===== src/rtl/dram_block_mover.sv =====
// dram_block_mover: block copy/fill engine driving the DataRAM port, with overlap-safe copy direction.
module dram_block_mover #(
  parameter int AW = 8,
  parameter int DW = 8
) (
  input  logic          CLK,
  input  logic          Reset,
  input  logic          Start,
  input  logic          Op,
  input  logic [AW-1:0] SrcAddr,
  input  logic [AW-1:0] DstAddr,
  input  logic [AW-1:0] Len,
  input  logic [DW-1:0] FillVal,
  output logic          Busy,
  output logic          Done,
  output logic          MemRead,
  output logic          MemWrite,
  output logic [AW-1:0] Address,
  output logic [DW-1:0] DataSrc,
  input  logic [DW-1:0] DataMemOut
);
  typedef enum logic [1:0] {IDLE, RD, WR, DONE} state_t;
  state_t state_q, state_d;
  logic op_q, op_d, dn_q, dn_d;
  logic [AW-1:0] cnt_q, cnt_d, src_q, src_d, dst_q, dst_d, addr_q, addr_d, diff;
  logic [DW-1:0] fill_q, fill_d, buf_q, buf_d, dsrc_q, dsrc_d;
  logic busy_q, busy_d, done_q, done_d, rd_q, rd_d, wr_q, wr_d, ovl;
  assign diff = DstAddr - SrcAddr;
  // destination lies strictly inside the source window: copy top-down so unread bytes are not clobbered
  assign ovl = (diff != '0) && (diff <= Len - AW'(1));
  always_comb begin
    state_d = state_q;
    op_d = op_q;
    dn_d = dn_q;
    cnt_d = cnt_q;
    src_d = src_q;
    dst_d = dst_q;
    fill_d = fill_q;
    buf_d = buf_q;
    case (state_q)
      IDLE: if (Start) begin
        op_d = Op;
        fill_d = FillVal;
        cnt_d = Len;
        dn_d = !Op && ovl;
        src_d = dn_d ? SrcAddr + Len - AW'(1) : SrcAddr;
        dst_d = dn_d ? DstAddr + Len - AW'(1) : DstAddr;
        state_d = (Len == '0) ? DONE : Op ? WR : RD;
      end
      RD: begin
        buf_d = DataMemOut;
        state_d = WR;
      end
      WR: begin
        cnt_d = cnt_q - AW'(1);
        src_d = dn_q ? src_q - AW'(1) : src_q + AW'(1);
        dst_d = dn_q ? dst_q - AW'(1) : dst_q + AW'(1);
        state_d = (cnt_q == AW'(1)) ? DONE : op_q ? WR : RD;
      end
      default: state_d = IDLE;
    endcase
    rd_d = state_d == RD;
    wr_d = state_d == WR;
    busy_d = rd_d || wr_d;
    done_d = state_d == DONE;
    addr_d = rd_d ? src_d : wr_d ? dst_d : '0;
    dsrc_d = wr_d ? (op_d ? fill_d : buf_d) : '0;
  end
  always_ff @(posedge CLK) begin
    if (Reset) begin
      state_q <= IDLE;
      op_q <= 1'b0;
      dn_q <= 1'b0;
      cnt_q <= '0;
      src_q <= '0;
      dst_q <= '0;
      fill_q <= '0;
      buf_q <= '0;
      busy_q <= 1'b0;
      done_q <= 1'b0;
      rd_q <= 1'b0;
      wr_q <= 1'b0;
      addr_q <= '0;
      dsrc_q <= '0;
    end else begin
      state_q <= state_d;
      op_q <= op_d;
      dn_q <= dn_d;
      cnt_q <= cnt_d;
      src_q <= src_d;
      dst_q <= dst_d;
      fill_q <= fill_d;
      buf_q <= buf_d;
      busy_q <= busy_d;
      done_q <= done_d;
      rd_q <= rd_d;
      wr_q <= wr_d;
      addr_q <= addr_d;
      dsrc_q <= dsrc_d;
    end
  end
  assign Busy = busy_q;
  assign Done = done_q;
  assign MemRead = rd_q;
  assign MemWrite = wr_q;
  assign Address = addr_q;
  assign DataSrc = dsrc_q;
endmodule


===== config.mk =====
export PLATFORM = sky130hd
export DESIGN_NAME = dram_block_mover
export DESIGN_NICKNAME = d
export VERILOG_FILES = /design/src/rtl/dram_block_mover.sv
export SDC_FILE = /design/constraint.sdc
export NUM_CORES = 1
export LEC_CHECK = 0
export CAP_MARGIN = 5
export CORE_UTILIZATION = 61
export DETAILED_ROUTE_END_ITERATION = 8
export PLACE_DENSITY = 0.93
export SYNTH_ARGS = -nofsm -noshare
export SYNTH_HDL_FRONTEND = slang
export SYNTH_SLANG_ARGS = --single-unit

===== constraint.sdc =====
create_clock -name CLK -period 14.94 [get_ports CLK]
set_input_delay 4.482 -clock CLK [delete_from_list [all_inputs] [get_ports CLK]]
set_output_delay 4.482 -clock CLK [all_outputs]
set_load 0.005 [all_outputs]

==> run_results.csv <==
group,metric,value,unit
status,outcome,"finished, final reports clean",
finish,drive_gt1_share,5.352,%
logic_synthesis,synth-main-ff-cell,"dfxtp_1",
finish,syn_to_final_growth,18.62,%
logic_synthesis,synth_nets,702,
clock_network,cts-htree-levels,3,
global_route,grt_max_degree,49,
floorplanning,start_util,62.97,%
worst_setup_path,slowest_stage,"clkdlybuf4s50_1",
clock_network,post_cts_resized,0,
routing,postRouteAntennaNets,0,
finish,layout_commonest_cell,"dfxtp_1",
power_and_ir_drop,p_leak,2.502,nW
routing,viasPerCell,6.376,
placed_design,post-dp-hpwl,9791,µm
finish,stdcell_area,5772,µm²
worst_setup_path,cp-end-kind,"register",
timing,final_max_slew_viol_count,0,
timing,hold_viol,0,
timing,fmax,0.1126,GHz
routing,wire_per_inst,17.81,µm
timing,rsz0062_at_grt,"no",
timing,finalSetupViolations,0,
routing,via_count,4820,
worst_setup_path,required,15170,ps
clock_network,insertion_delay,360,ps
finish,final_cell_mix,"64 x dfxtp_1, 63 x clkdlybuf4s50_1, 61 x inv_1",
logic_synthesis,ys_ff_latch,64,
placed_design,place_area,5567,µm²
clock_network,clock_path_buffers,2,
floorplanning,die_x,91.32,µm
global_route,grt_pass1_wl,21530,µm
placed_design,numPortBuffers,63,
logic_synthesis,async_reset_ff_share,0,%
finish,final.fill_count,543,
timing,fin_setup_tns,0,ps
floorplanning,num_rows,32,
worst_setup_path,start_kind,"primary input",
worst_setup_path,worst_ep_arrival_time,9120,ps
floorplanning,core,7727,µm²
power_and_ir_drop,ir_worst_vdd,66.65,µV
finish,diodes,0,
placed_design,routabilityCongestion,0.9269,
global_route,antenna_found_initial,0,
global_route,grt.overflow.total,0,
logic_synthesis,ys_types,65,
clock_network,cts_tree,"yes",
clock_network,cts_buffers,9,
timing,period_needed,8885,ps
floorplanning,ios,64,
power_and_ir_drop,p_per_area,103.1,nW/µm²
worst_hold_path,hp-class,"register to register",
logic_synthesis,synthesis.area,4866,µm²
global_route,grt_usage,32.97,%
floorplanning,die_h,91.32,µm
clock_network,cts_setup_buffers,0,
logic_synthesis,synth_edf_count,0,
timing,period_share,59.47,%
logic_synthesis,syn_inst,593,
floorplanning,die_area,8338,µm²
routing,dr.pass1.iters,5,
global_route,first_global_vias,4701,
worst_setup_path,critPathMaxStageDelay,510,ps
routing,route.detailed.drc,0,
job,max-cap-violations,0,
logic_synthesis,yosysWarningCount,0,
worst_setup_path,worstSetupPathType,"primary input to register",
clock_network,root_buffer,"clkbuf_8",
routing,drt_iter0_markers,360,
clock_network,path_clk_slew,80,ps
logic_synthesis,avgSynthCellArea,8.206,µm²
clock_network,ctsHoldBuffers,0,
finish,post-route-util,74.69,%
clock_network,clkSinkCount,64,
logic_synthesis,yosysSeqAreaShare,26.33,%
finish,fin_nets,758,
routing,drt_wl_total,13470,µm
worst_setup_path,reg2reg_slack,11580,ps
timing,worstMarginPinSlew,1237,ps
timing,slew-limit-headroom,15.18,%
worst_setup_path,crit_path_max_fanout,10,
timing,skew,13.55,ps
worst_setup_path,crit_path_cell_trace,"clkdlybuf4s50_1 > inv_1 > ha_1 > a21o_1 > or4_1 > o22ai_1 > xnor2_1 > inv_2 > ha_1 > nand4_1 > or3_1 > o21ai_1 > a21boi_4 > mux2_1 > o21ai_1 > o22ai_1",
## power breakdown
part / internal, mW / switching (mW) / total, mW
Combinational: 0.101 / 0.130 / 0.231
Clock: 0.0821 / 0.0751 / 0.157
Sequential: 0.190 / 0.0161 / 0.207
Total: 0.374 / 0.222 / 0.595
## final timing paths
kind / startpoint / end / cells past startpoint
worst max register to register: cnt_q[4]$_SDFFE_PP0P_ / Address[0]$_SDFF_PP0_ / 13
worst min register to register: fill_q[4]$_SDFF_PP0_ / fill_q[4]$_SDFF_PP0_ / 2
worst max-delay path: SrcAddr[3] / Address[1]$_SDFF_PP0_ / 16
worst min-delay path: fill_q[4]$_SDFF_PP0_ / fill_q[4]$_SDFF_PP0_ / 2
## sequential cells by signal, summed over array words and instances (netlist names)
name / cells
MemRead: 1
dst_q: 8
cnt_q: 8
op_q: 1
Busy: 1
src_q: 8
state_q: 2
buf_q: 8
DataSrc: 8
dn_q: 1
Address: 8
fill_q: 8
Done: 1
MemWrite: 1
## cell type report
type                    instances  area [µm²]  share of cell area (%)
inverters                      62       232.7                   4.032
clock buffers                  10       137.6                   2.385
clock inverters                 6       67.56                   1.171
repair buffers                 66       653.1                   11.32
well taps                     102       127.6                   2.211
multi-input cells             446        3272                   56.69
flip-flops and latches         64        1281                   22.20
## cells by family after synthesis
group                      after synthesis  synth area share (%)
xor gates and xnor gates                31                 5.580
adders and majority gates               65                 17.49
muxes                                   19                 3.985
AOI/OAI and AO/OA                      154                 21.81
and+or+nand+nor                        177                 18.39
buffers and inverters                   83                 6.428
DFF                                     64                 26.33
## layer usage
metal | track usage, % | part of all wire [%]
met1 | 38.01 | 39
met5 | 0 | 0
met4 | 17.72 | 3.8
met3 | 6.700 | 7.5
met2 | 57.13 | 49
## metrics by stage
stage / power, mW / instances / setup WS, ps / hold slack [ps]
floorplan: 0.3635 / 593 / 6755 / 436.8
global placement: 0.4200 / 740 / 5981 / 444.4
detailed placement: 0.4328 / 740 / 5782 / 458.0
CTS: 0.5895 / 756 / 6112 / 470.8
global route: 0.6257 / 756 / 5867 / 503.4
finish: 0.5952 / 756 / 6055 / 474.8
## worst max-delay path: cells and delay by family
family                     cells  cell delay [ps]
AOI/OAI and AO/OA              6             1700
xor gates and xnor gates       1              260
adders and majority gates      2              690
buffers and inverters          3              740
muxes                          1              360
and+or+nand+nor                3              870
## cells in the mapped netlist (all sizes together) (3+ instances only)
cell | count | area share, %
nand3 | 5 | 0.51
o31ai | 4 | 0.62
inv | 62 | 4.8
o2111ai | 4 | 0.85
and4 | 4 | 0.77
and3 | 5 | 0.64
fa | 5 | 2.1
nor3 | 18 | 1.9
a211o | 5 | 0.90
nor4 | 3 | 0.51
a2111oi | 4 | 0.72
xor2 | 9 | 1.6
o21ai | 26 | 2.9
ha | 60 | 15
o22ai | 7 | 1.0
buf | 3 | 0.26
nor2b | 10 | 1.3
nor2 | 59 | 4.6
mux2 | 3 | 0.69
nor3b | 3 | 0.57
a21oi | 42 | 4.3
o21bai | 7 | 1.1
and3b | 8 | 1.4
a221oi | 6 | 1.1
o211ai | 4 | 0.62
a211oi | 15 | 2.4
xnor2 | 22 | 4.0
mux2i | 16 | 3.3
and2 | 4 | 0.51
o311ai | 3 | 0.54
a21o | 8 | 1.2
a22oi | 7 | 1.1
clkbuf | 18 | 1.4
nand2b | 9 | 1.2
dfxtp | 64 | 26
nand2 | 39 | 3.0
No activity file was read; power rests on OpenSTA's default activity.
